**src/rtl/seg7_scan_monitor_pkg.sv**
```systemverilog
// Shared constants, FSM encoding and frame helpers for the 7-segment scan monitor.
package seg7_scan_monitor_pkg;

  // Segment patterns, bit order abcdefg, active-high
  localparam logic [6:0] SEG_0 = 7'b1111110;
  localparam logic [6:0] SEG_1 = 7'b0110000;
  localparam logic [6:0] SEG_2 = 7'b1101101;
  localparam logic [6:0] SEG_3 = 7'b1111001;
  localparam logic [6:0] SEG_4 = 7'b0110011;
  localparam logic [6:0] SEG_5 = 7'b1011011;
  localparam logic [6:0] SEG_6 = 7'b1011111;
  localparam logic [6:0] SEG_7 = 7'b1110000;
  localparam logic [6:0] SEG_8 = 7'b1111111;
  localparam logic [6:0] SEG_9 = 7'b1111011;

  // Slot 5 is the rightmost digit (seconds ones) and is scanned first
  localparam logic [2:0] SLOT_FIRST = 3'd5;
  localparam logic [2:0] SLOT_LAST  = 3'd0;
  // Expected decimal point per slot: lit after hours, minutes and seconds ones
  localparam logic [5:0] DP_MASK    = 6'b101010;
  localparam logic [3:0] BCD_BAD    = 4'hF;

  typedef enum logic [1:0] {
    ST_HUNT    = 2'd0,
    ST_COLLECT = 2'd1,
    ST_CHECK   = 2'd2
  } state_e;

  // True when no digit of the frame is an unrecognised pattern
  function automatic logic frame_digits_ok(input logic [23:0] t);
    logic ok;
    ok = 1'b1;
    for (int i = 0; i < 6; i++) begin
      if (t[i*4 +: 4] == BCD_BAD) begin
        ok = 1'b0;
      end else begin
        ok = ok;
      end
    end
    return ok;
  endfunction

  // True when the frame {h10,h1,m10,m1,s10,s1} is a legal 24-hour time
  function automatic logic frame_in_range(input logic [23:0] t);
    logic [3:0] h10;
    logic [3:0] h1;
    logic [3:0] m10;
    logic [3:0] s10;
    h10 = t[23:20];
    h1  = t[19:16];
    m10 = t[15:12];
    s10 = t[7:4];
    return (h10 <= 4'd2) && !((h10 == 4'd2) && (h1 > 4'd3)) &&
           (m10 <= 4'd5) && (s10 <= 4'd5);
  endfunction

endpackage

```
**src/rtl/seg7_to_bcd.sv**
```systemverilog
// Combinational decode of one 7-segment pattern back to its BCD digit.
module seg7_to_bcd
  import seg7_scan_monitor_pkg::*;
(
  input  logic [6:0] seg,
  output logic [3:0] bcd
);

  // Map the ten legal digit patterns; anything else (blank included) is bad
  always_comb begin
    bcd = BCD_BAD;
    case (seg)
      SEG_0:   bcd = 4'd0;
      SEG_1:   bcd = 4'd1;
      SEG_2:   bcd = 4'd2;
      SEG_3:   bcd = 4'd3;
      SEG_4:   bcd = 4'd4;
      SEG_5:   bcd = 4'd5;
      SEG_6:   bcd = 4'd6;
      SEG_7:   bcd = 4'd7;
      SEG_8:   bcd = 4'd8;
      SEG_9:   bcd = 4'd9;
      default: bcd = BCD_BAD;
    endcase
  end

endmodule

```
**src/rtl/seg7_scan_monitor.sv**
```systemverilog
// Monitors a multiplexed 7-segment scan, rebuilds HH:MM:SS frames and checks them.
module seg7_scan_monitor
  import seg7_scan_monitor_pkg::*;
#(
  parameter int STABLE_CYC = 4,
  parameter int CNT_W      = 8
) (
  input  logic        clk,
  input  logic        reset,
  input  logic [2:0]  seg7_sel,
  input  logic [6:0]  seg7_out,
  input  logic        dpt,
  output logic [23:0] time_bcd,
  output logic        frame_valid,
  output logic        frame_err,
  output logic        sec_tick,
  output logic        locked
);

  localparam logic [CNT_W-1:0] CAP_CNT = CNT_W'(STABLE_CYC - 1);
  localparam logic [CNT_W-1:0] CNT_MAX = {CNT_W{1'b1}};
  localparam logic [CNT_W-1:0] CNT_ONE = CNT_W'(1);

  logic [2:0]       sel_prev_r;
  logic [CNT_W-1:0] stab_cnt_r;
  logic             captured_r;
  logic             sel_same_s;
  logic             capture_s;
  logic [3:0]       bcd_s;

  logic [3:0]       digit_r [0:5];
  logic [5:0]       dp_r;
  logic [23:0]      frame_s;
  logic             check_ok_s;

  state_e           state_r;
  state_e           next_state_s;
  logic [2:0]       exp_sel_r;
  logic [2:0]       exp_sel_nxt_s;
  logic             seq_ok_s;

  logic [23:0]      time_nxt_s;
  logic             valid_nxt_s;
  logic             err_nxt_s;
  logic             tick_nxt_s;
  logic             locked_nxt_s;

  seg7_to_bcd u_dec (
    .seg (seg7_out),
    .bcd (bcd_s)
  );

  // A slot change in the capture cycle wins: sel_same_s gates the capture
  assign sel_same_s = (seg7_sel == sel_prev_r);
  assign capture_s  = sel_same_s && (stab_cnt_r == CAP_CNT) && !captured_r;
  assign seq_ok_s   = (seg7_sel == exp_sel_r) && (seg7_sel <= SLOT_FIRST);

  assign frame_s    = {digit_r[0], digit_r[1], digit_r[2],
                       digit_r[3], digit_r[4], digit_r[5]};
  assign check_ok_s = frame_digits_ok(frame_s) && (dp_r == DP_MASK) &&
                      frame_in_range(frame_s);

  // Stability filter: restart on any slot change, count while the slot holds
  always_ff @(posedge clk) begin
    if (reset) begin
      sel_prev_r <= SLOT_FIRST;
      stab_cnt_r <= {CNT_W{1'b0}};
      captured_r <= 1'b0;
    end else if (!sel_same_s) begin
      sel_prev_r <= seg7_sel;
      stab_cnt_r <= {CNT_W{1'b0}};
      captured_r <= 1'b0;
    end else begin
      if (stab_cnt_r != CNT_MAX) begin
        stab_cnt_r <= stab_cnt_r + CNT_ONE;
      end
      if (capture_s) begin
        captured_r <= 1'b1;
      end
    end
  end

  // Slot storage: one decoded digit and decimal point per captured slot
  always_ff @(posedge clk) begin
    if (reset) begin
      for (int i = 0; i < 6; i++) begin
        digit_r[i] <= BCD_BAD;
      end
      dp_r <= 6'b000000;
    end else if (capture_s && (seg7_sel <= SLOT_FIRST)) begin
      digit_r[seg7_sel] <= bcd_s;
      dp_r[seg7_sel]    <= dpt;
    end
  end

  // FSM state register
  always_ff @(posedge clk) begin
    if (reset) begin
      state_r   <= ST_HUNT;
      exp_sel_r <= SLOT_FIRST;
    end else begin
      state_r   <= next_state_s;
      exp_sel_r <= exp_sel_nxt_s;
    end
  end

  // FSM next state: hunt for slot 5, walk slots 5..0 in order, then check once
  always_comb begin
    next_state_s  = state_r;
    exp_sel_nxt_s = exp_sel_r;
    case (state_r)
      ST_HUNT: begin
        if (capture_s && (seg7_sel == SLOT_FIRST)) begin
          next_state_s  = ST_COLLECT;
          exp_sel_nxt_s = SLOT_FIRST - 3'd1;
        end else begin
          next_state_s  = ST_HUNT;
        end
      end
      ST_COLLECT: begin
        if (!capture_s) begin
          next_state_s = ST_COLLECT;
        end else if (!seq_ok_s) begin
          next_state_s = ST_HUNT;
        end else if (seg7_sel == SLOT_LAST) begin
          next_state_s = ST_CHECK;
        end else begin
          exp_sel_nxt_s = exp_sel_r - 3'd1;
        end
      end
      ST_CHECK: begin
        next_state_s  = ST_COLLECT;
        exp_sel_nxt_s = SLOT_FIRST;
      end
      default: begin
        next_state_s  = ST_HUNT;
        exp_sel_nxt_s = SLOT_FIRST;
      end
    endcase
  end

  // FSM outputs: next values of the registered strobes, lock flag and time
  always_comb begin
    time_nxt_s   = time_bcd;
    valid_nxt_s  = 1'b0;
    err_nxt_s    = 1'b0;
    tick_nxt_s   = 1'b0;
    locked_nxt_s = locked;
    case (state_r)
      ST_HUNT: begin
        locked_nxt_s = locked;
      end
      ST_COLLECT: begin
        if (capture_s && !seq_ok_s) begin
          err_nxt_s    = 1'b1;
          locked_nxt_s = 1'b0;
        end else begin
          locked_nxt_s = locked;
        end
      end
      ST_CHECK: begin
        if (check_ok_s) begin
          time_nxt_s   = frame_s;
          valid_nxt_s  = 1'b1;
          locked_nxt_s = 1'b1;
          // First frame after losing lock always ticks
          tick_nxt_s   = !locked || (frame_s[3:0] != time_bcd[3:0]);
        end else begin
          err_nxt_s    = 1'b1;
          locked_nxt_s = 1'b0;
        end
      end
      default: begin
        locked_nxt_s = 1'b0;
      end
    endcase
  end

  // Output registers
  always_ff @(posedge clk) begin
    if (reset) begin
      time_bcd    <= 24'h000000;
      frame_valid <= 1'b0;
      frame_err   <= 1'b0;
      sec_tick    <= 1'b0;
      locked      <= 1'b0;
    end else begin
      time_bcd    <= time_nxt_s;
      frame_valid <= valid_nxt_s;
      frame_err   <= err_nxt_s;
      sec_tick    <= tick_nxt_s;
      locked      <= locked_nxt_s;
    end
  end

endmodule

```
**config.mk**
```make
export PLATFORM = sky130hd
export DESIGN_NAME = seg7_scan_monitor
export DESIGN_NICKNAME = d
export VERILOG_FILES = /design/src/rtl/seg7_scan_monitor_pkg.sv /design/src/rtl/seg7_to_bcd.sv /design/src/rtl/seg7_scan_monitor.sv
export SDC_FILE = /design/constraint.sdc
export NUM_CORES = 1
export LEC_CHECK = 0
export BUFFER_PORTS_ARGS = -buffer_cell sky130_fd_sc_hd__buf_2
export CAP_MARGIN = 15
export CORE_MARGIN = 1.5
export CORE_UTILIZATION = 60
export CTS_BUF_LIST = sky130_fd_sc_hd__clkbuf_8
export CTS_CLUSTER_SIZE = 25
export DETAILED_ROUTE_END_ITERATION = 10
export PLACE_DENSITY = 0.82
export SLEW_MARGIN = 30
export SYNTH_ARGS = -nofsm -noshare
export SYNTH_HDL_FRONTEND = slang
export SYNTH_SLANG_ARGS = --single-unit
```
**constraint.sdc**
```tcl
create_clock -name clk -period 4.2 [get_ports clk]
set_input_delay 1.05 -clock clk [delete_from_list [all_inputs] [get_ports clk]]
set_output_delay 1.05 -clock clk [all_outputs]
set_load 0.02 [all_outputs]
```
## Word level (Yosys, flattened, before mapping)

Memories as Yosys holds them, arrays and structs flattened.
Index checks and enable logic that the tools add are counted.

- Add/sub/neg operators: 2
- $mul: 0
- Divide/modulo/power cells: 0
- Order comparisons: 7
- Eq/ne operators: 32
- Shifts and indexed selects: 0
- Mux-type cells: 34
- Bitwise logic cells: 4
- Reduce and logical (&&, ||, !) cells: 27

Operators with widths:

| cell | count |
|---|---|
| 7-bit equality test (second input constant) | 8 |
| 4-bit case mux with 10 select lines | 1 |
| 4-bit equality test (second input constant) | 6 |
| 1-bit two-way mux | 18 |
| 3-bit two-way mux | 5 |
| 7-bit by 6-bit equality test with 1-bit output (second input constant) | 2 |
| 1-bit logical AND | 13 |
| 2-bit != test (second input constant) | 5 |
| 8-bit by 1-bit adder with 8-bit output (second input constant) | 1 |
| 8-bit by 2-bit equality test with 1-bit output (second input constant) | 1 |
| 4-bit by 3-bit <= comparator with 1-bit output (second input constant) | 2 |
| 8-bit != test (second input constant) | 1 |
| 6-bit bitwise mux | 1 |
| 3-bit equality test | 2 |
| 6-bit equality test (second input constant) | 1 |
| 2-bit two-way mux | 3 |
| 2-bit case mux with 3 select lines | 1 |
| 3-bit case mux with 2 select lines | 1 |
| 4-bit by 2-bit equality test with 1-bit output (second input constant) | 1 |
| 4-bit by 2-bit > comparator with 1-bit output (second input constant) | 1 |
| 4-bit by 2-bit <= comparator with 1-bit output (second input constant) | 1 |
| 1-bit zero test | 4 |
| 3-bit by 4-bit less-than comparator with 1-bit output (second input constant) | 1 |
| 4-bit two-way mux | 1 |
| 20 further kinds | 25 |

- Register bits after elaboration: 51
- Bits in latches: 0
- Memory bits (writable): 24
- Memory bits (read-only): 0
- Input port bits: 13
- Output and inout bits: 28
- Logic and storage cells: 118
- Memories kept: 1

Memories:

| name | depth | bits a word | read ports | clocked after memory_dff | write ports | line | text |
|---|---|---|---|---|---|---|---|
| digit_r | 6 | 4 | 6 | 0 | 6 | seg7_scan_monitor.sv:31 | `logic [3:0] digit_r [0:5];` |

## Logic depth before layout (Yosys ltp)

Gate-level depths: netlist of run 1.
An unclocked memory read counts as a cell.

- Depth after elaboration: 12
- Mapped depth: 7
- Gate-level depth less buffers: 6

## Modules after synthesis

Synthesis of run 1 repeated with hierarchy kept, for this count alone.

- Cells, all modules: 361
- Area, all modules: 3666.0 um^2

Modules (own cells, without submodules):

| module | times used | cells an instance | area an instance (um^2) | seq. area each (um^2) |
|---|---|---|---|---|
| seg7_scan_monitor | 1 | 325 | 3403.3 | 1741.7 |
| seg7_to_bcd | 1 | 36 | 262.8 | 0.0 |

## Worst setup path before layout of run 1

Ideal clock, no wire load.

- Path kind: input-to-reg
- Start point: input seg7_sel[2]
- End point: memory digit_r[1][0], enable pin
- Library setup time: 361 ps
- Arrival time: 2353 ps
- Slack: 1486 ps
- Cell stages on the path: 5
- Path buffers: 1
- Cells stage by stage: xnor2_1 > nand3_2 > or3_1 > buf_2 > o21ai_0

RTL lines:

| element | line | text |
|---|---|---|
| from (decl) | seg7_scan_monitor.sv:10 | `input logic [2:0] seg7_sel,` |
| to (decl) | seg7_scan_monitor.sv:31 |  |

==> results of run 1 <==
[layout by cell type, fill, tap and decap left out, types with 7 or more instances in the layout]
cell type / n
sky130_fd_sc_hd__mux2i_1: 28
sky130_fd_sc_hd__o21ai_0: 8
sky130_fd_sc_hd__nand2_1: 46
sky130_fd_sc_hd__nand3_1: 7
sky130_fd_sc_hd__xnor2_1: 8
sky130_fd_sc_hd__dfxtp_1: 51
sky130_fd_sc_hd__and3_1: 7
sky130_fd_sc_hd__inv_1: 10
sky130_fd_sc_hd__buf_2: 40
sky130_fd_sc_hd__clkbuf_8: 9
sky130_fd_sc_hd__edfxtp_1: 24
sky130_fd_sc_hd__nor2_1: 53
sky130_fd_sc_hd__nand4_1: 12
[worst register-to-register path, delay by kind of cell (launching register included)]
kind / cells / cell delay, ps
compound gates: 1 / 540
fa+ha+maj: 1 / 240
flops: 1 / 370
simple gates: 3 / 1300
[metal layers]
| metal | vias to the layer above | GRT usage | share of wire |
|---|---|---|---|
| met5 | - | 0 | 0 |
| met3 | 21 | 0.0469 | 0.055 |
| li1 | 1369 | - | - |
| met1 | 1267 | 0.322 | 0.46 |
| met2 | 99 | 0.394 | 0.46 |
| met4 | 0 | 0.143 | 0.027 |
[worst paths after layout]
| path | startpoint | endpoint | slack, ps | cells after the start |
|---|---|---|---|---|
| min reg2reg | time_bcd[23]$_SDFFE_PP0P_ | time_bcd[23]$_SDFFE_PP0P_ | 460 | 1 |
| min | time_bcd[23]$_SDFFE_PP0P_ | time_bcd[23]$_SDFFE_PP0P_ | 460 | 1 |
| max | seg7_sel[2] | digit_r[3][2]$_SDFFCE_PN1P_ | 1290 | 5 |
| max reg2reg | stab_cnt_r[0]$_SDFFE_PP0P_ | digit_r[3][2]$_SDFFCE_PN1P_ | 1390 | 5 |
[through the flow]
stage	total power, uW	hold slack [ps]	cell area, um^2	setup WS (ps)	cells
after detailed placement	827	440	3780	934	460
after floorplan	809	442	3550	1490	362
after global placement	825	437	3780	1080	460
after global routing	1450	479	3990	1160	476
final	1420	456	3990	1290	476
after CTS	1420	461	3990	1300	476
[layout make-up]
class / instances / area share
Sequential cell: 75 / 0.436
Multi-Input combinational cell: 262 / 0.425
Timing Repair Buffer: 42 / 0.0539
Clock buffer: 9 / 0.0310
Clock inverter: 7 / 0.0232
Tap cell: 72 / 0.0226
Inverter: 9 / 0.00846
[logic make-up after synthesis]
| logic type | share of synthesized area |
|---|---|
| compound gates | 0.0885 |
| xor+xnor | 0.0296 |
| fa+ha+maj | 0.0212 |
| buf+inv | 0.0338 |
| flops | 0.491 |
| mux | 0.0790 |
| simple gates | 0.257 |
[state kept, by name, summed over array words and instances (netlist names)]
| signal | count |
|---|---|
| captured_r | 1 |
| stab_cnt_r | 8 |
| state_r | 2 |
| exp_sel_r | 3 |
| frame_valid | 1 |
| sel_prev_r | 3 |
| dp_r | 6 |
| frame_err | 1 |
| time_bcd | 24 |
| locked | 1 |
| sec_tick | 1 |
| digit_r | 24 |
[power breakdown]
part | internal (uW) | switching [uW]
sequential | 748 | 2.00
clock | 333 | 270
combinational | 19.3 | 42.1
==> results.json, run 1 <==
{
  "netlist_top_cells_count": "sky130_fd_sc_hd__nor2_1, sky130_fd_sc_hd__dfxtp_1, sky130_fd_sc_hd__nand2_1",
  "grt_pass1_wl_um": 12200,
  "cts_h_tree_depth": 3,
  "synth-async-reset-ratio": 0,
  "endpoint_kind": "flop",
  "cp_top_family": "simple AND/OR/NAND/NOR gates",
  "postSynth.topFlopCell": "sky130_fd_sc_hd__dfxtp_1",
  "core.rowCount": 27,
  "syn-instance-count": 362,
  "gr_util_all_layers": 0.251,
  "ctsLongestPathBuffers": 2,
  "synthToLayoutAreaGrowth_pct": 12.5,
  "numPortBuffers": 40,
  "synth-edff-count": 24,
  "critPathKind": "input port to flop",
  "power.density_cell_area_mw_per_mm2": 354,
  "die_area_mm2": 0.00638,
  "min_path_type": "flop to flop",
  "numCtsBuffers": 9,
  "hpwl_reported_at_the_end_of_detailed_placement_um": 5200,
  "worst_setup_hold_path_clk_slew_ps": 80,
  "grt_remaining_overflow": 0,
  "synth.yosys.seq_area_share": 0.491,
  "ff_latch_area_mm2": 0.00174,
  "grt_start_max_net_pins": 38,
  "netlist.area_leader.share": 0.288,
  "timing.critical_path.fanout_max": 16,
  "post-synth-top-count-cell": "sky130_fd_sc_hd__nor2_1",
  "io_pins": 41,
  "path_cells": "buf_2 > xnor2_1 > nand3_2 > or3_1 > o21ai_0",
  "die_width_um": 79.9,
  "layout.core_utilization": 0.712,
  "cts_hold_repair.buffers": 0,
  "synth.avg_cell_area_um2": 9.80,
  "maxSlewViolCount": 0,
  "setup_repair_after_global_routing_missed_its_margin": "no",
  "data_required_critical_path_ps": 4190,
  "chipHeight_um": 79.9,
  "floorplan.initialDensity": 0.633,
  "count_of_distinct_cell_types_in_the_synthesized_netlist": 56,
  "antenna_found_initial": 0,
  "setup-violations-final": 0,
  "route.antenna.remaining_nets": 0,
  "hold_viol": 0,
  "cts_tree": "built",
  "grt_pass1_vias": 2670,
  "cts.repair.resized": 0,
  "timing.fmax_mhz": 344,
  "first_iter_violations": 171,
  "critical_path.max_stage_delay_ps": 590,
  "final_setup_tns_ps": 0,
  "seq_cells_post_synth": 75,
  "crit_path_top_delay_cell": "sky130_fd_sc_hd__or3_1",
  "cts.sinks": 75,
  "drt-pass1-iter-count": 5,
  "finClkSkew_ps": 15.0,
  "wirelength_um": 7370,
  "antenna_diode_instance_count": 0,
  "remaining_drc_errors": 0,
  "drive_gt1_frac": 0.171,
  "synth_area_leaders": "sky130_fd_sc_hd__dfxtp_1, sky130_fd_sc_hd__edfxtp_1, sky130_fd_sc_hd__mux2i_1, sky130_fd_sc_hd__nor2_1, sky130_fd_sc_hd__nand2_1",
  "viasPerCell": 5.79,
  "place_congestion": 0.854,
  "power.leakage_uw": 0.00143,
  "worst_slew_margin_rel": 0.605,
  "yosysTopAreaCell": "sky130_fd_sc_hd__dfxtp_1",
  "core-area_mm2": 0.00561,
  "final_nets": 418,
  "arrival_ps": 2900,
  "routedWlPerCell_um": 15.5,
  "mappedNetlistNets": 381,
  "fillCellCount": 423,
  "multi_input_comb_area_mm2": 0.00170,
  "clock_tree.root_cell": "sky130_fd_sc_hd__clkbuf_8",
  "irDropWorstVdd_uv": 219,
  "total_buffers_and_inverters_traversed_by_the_critical_path": 1,
  "clk-insertion-delay-late_ps": 350,
  "post-route-period-util": 0.692,
  "outcome": "finished clean",
  "vias": 2756,
  "syn_area_mm2": 0.00355,
  "max-cap-violations": 0,
  "postCtsSetupBuffers": 0,
  "measured_slew_at_the_worst_slew_check_pin_ps": 577,
  "cp-start-kind": "input port",
  "synth.yosys.warnings": 0,
  "fin_crit_ps": 2910
}
No activity file was read; power rests on OpenSTA's default activity.
==> inputs of run 2 (changes only) <==
- clock period: 4.2 -> 2.7 ns (I/O delays scaled with it)
==> run 2 against run 1 <==
Net effect: sequential power up 56%; setup slack got worse by 900 ps; die area unchanged; first-iteration DRC count rose by 12%; power increased by 49%; worst hold slack gained 3.1 ps; combinational power rose by 69%; register-to-register slack lost 990 ps; via count grew 1.7%; largest power group unchanged; utilization increased by 0.45 points; sequential share of layout area fell by 0.27 points.
==> results.json, run 2 (synthesized netlist as in run 1, its figures left out) <==
{
  "maxSlewViolCount": 0,
  "core-area_mm2": 0.00561,
  "critical_path.max_stage_delay_ps": 400,
  "cts.sinks": 75,
  "finClkSkew_ps": 10.1,
  "irDropWorstVdd_uv": 383,
  "outcome": "finished clean",
  "die_width_um": 79.9,
  "cts_h_tree_depth": 3,
  "die_area_mm2": 0.00638,
  "hold_viol": 0,
  "arrival_ps": 2400,
  "antenna_diode_instance_count": 0,
  "post-route-period-util": 0.853,
  "viasPerCell": 5.80,
  "place_congestion": 0.955,
  "synthToLayoutAreaGrowth_pct": 13.2,
  "chipHeight_um": 79.9,
  "cts_hold_repair.buffers": 0,
  "numPortBuffers": 40,
  "routedWlPerCell_um": 15.3,
  "io_pins": 41,
  "grt_pass1_wl_um": 12500,
  "hpwl_reported_at_the_end_of_detailed_placement_um": 5420,
  "vias": 2802,
  "fillCellCount": 442,
  "antenna_found_initial": 0,
  "measured_slew_at_the_worst_slew_check_pin_ps": 570,
  "cts.repair.resized": 0,
  "first_iter_violations": 191,
  "drive_gt1_frac": 0.187,
  "route.antenna.remaining_nets": 0,
  "worst_slew_margin_rel": 0.610,
  "layout_commonest_cell": "sky130_fd_sc_hd__nor2_1",
  "timing.final.ws_setup_ps": 396,
  "grt_pass1_vias": 2759,
  "grt_remaining_overflow": 0,
  "postCtsSetupBuffers": 0,
  "timing.fmax_mhz": 434,
  "floorplan.initialDensity": 0.633,
  "gr_util_all_layers": 0.255,
  "layout.cells.most_common_list": "sky130_fd_sc_hd__nor2_1, sky130_fd_sc_hd__dfxtp_1, sky130_fd_sc_hd__nand2_1, sky130_fd_sc_hd__buf_2, sky130_fd_sc_hd__mux2i_1",
  "cts_tree": "built",
  "worst_setup_hold_path_clk_slew_ps": 80,
  "grt_start_max_net_pins": 37,
  "wirelength_um": 7410,
  "drt-pass1-iter-count": 5,
  "numCtsBuffers": 9,
  "final_setup_tns_ps": 0,
  "timing.critical_path.fanout_max": 10,
  "min_path_type": "flop to flop",
  "max-cap-violations": 0,
  "endpoint_kind": "flop",
  "ctsLongestPathBuffers": 2,
  "clock_tree.root_cell": "sky130_fd_sc_hd__clkbuf_8",
  "fin_crit_ps": 2300,
  "power.leakage_uw": 0.00146,
  "setup_repair_after_global_routing_missed_its_margin": "no",
  "ff_latch_area_mm2": 0.00174,
  "final_nets": 425,
  "path_cells": "ha_1 > nor4b_1 > nand2_1 > buf_4 > a2111oi_4 > o221a_4 > nand3b_2",
  "remaining_drc_errors": 0,
  "data_required_critical_path_ps": 2790,
  "multi_input_comb_area_mm2": 0.00170,
  "power.density_cell_area_mw_per_mm2": 525,
  "clk-insertion-delay-late_ps": 350,
  "core.rowCount": 27,
  "cp-start-kind": "flop",
  "crit_path_top_delay_cell": "sky130_fd_sc_hd__a2111oi_4",
  "critPathKind": "flop to flop",
  "reg.largest.list": "digit_r (24), time_bcd (24), stab_cnt_r (8)",
  "setup-violations-final": 0,
  "dpl_worst_slack_ps": 183
}
run 2: cell types whose count changed in the layout (fill, tap and decap cells not counted), sizes merged:
cell	before	now
inv	11	12
clkinv	2	3
clkinvlp	1	0
buf	42	49
bufinv	2	1
run 2: metal layers:
layer	GRT usage	up-vias	wire, um
met5	0	-	0
met4	0.102	0	160
met3	0.0709	15	440
met2	0.411	105	3500
met1	0.322	1299	3310
li1	-	1383	-
run 2: final cells by class:
class,count,area share
inverter,9,0.00841
timing repair buffer,49,0.0666
multi-input combinational,262,0.422
sequential,75,0.434
clock buffer,9,0.0308
tap,72,0.0224
clock inverter,7,0.0162
run 2: where the power goes:
part	leakage [uW]	internal, uW	total, uW	switching, uW
Sequential	0.000579	1160	1170	3.09
Clock	0.000102	425	839	415
Combinational	0.000780	35.7	104	67.8
Total	0.00146	1620	2110	485
run 2: through the flow:
| stage | instance area (um^2) | cells | utilization | power [uW] | hold slack (ps) |
|---|---|---|---|---|---|
| final | 4020 | 483 | 0.716 | 2110 | 459 |
| after global routing | 4020 | 483 | 0.716 | 2170 | 485 |
| after CTS | 4020 | 483 | 0.716 | 2120 | 467 |
| after detailed placement | 3830 | 467 | 0.683 | 1300 | 446 |
| after global placement | 3830 | 467 | 0.683 | 1290 | 436 |
| after floorplan | 3550 | 362 | - | 1260 | 442 |
run 2: final timing paths:
kind | depth (start not counted) | end | slack, ps | startpoint
max | 7 | digit_r[4][3]$_SDFFCE_PN1P_ | 400 | stab_cnt_r[0]$_SDFFE_PP0P_
min | 1 | time_bcd[23]$_SDFFE_PP0P_ | 460 | time_bcd[23]$_SDFFE_PP0P_
max reg2reg | 7 | digit_r[4][3]$_SDFFCE_PN1P_ | 400 | stab_cnt_r[0]$_SDFFE_PP0P_
min reg2reg | 1 | time_bcd[23]$_SDFFE_PP0P_ | 460 | time_bcd[23]$_SDFFE_PP0P_
run 2: critical path: cells and delay by family, from the launching register on:
family	cells	cell delay [ps]
compound gates	2	730
simple gates	3	510
flops	1	370
fa+ha+maj	1	240
buf+inv	1	200
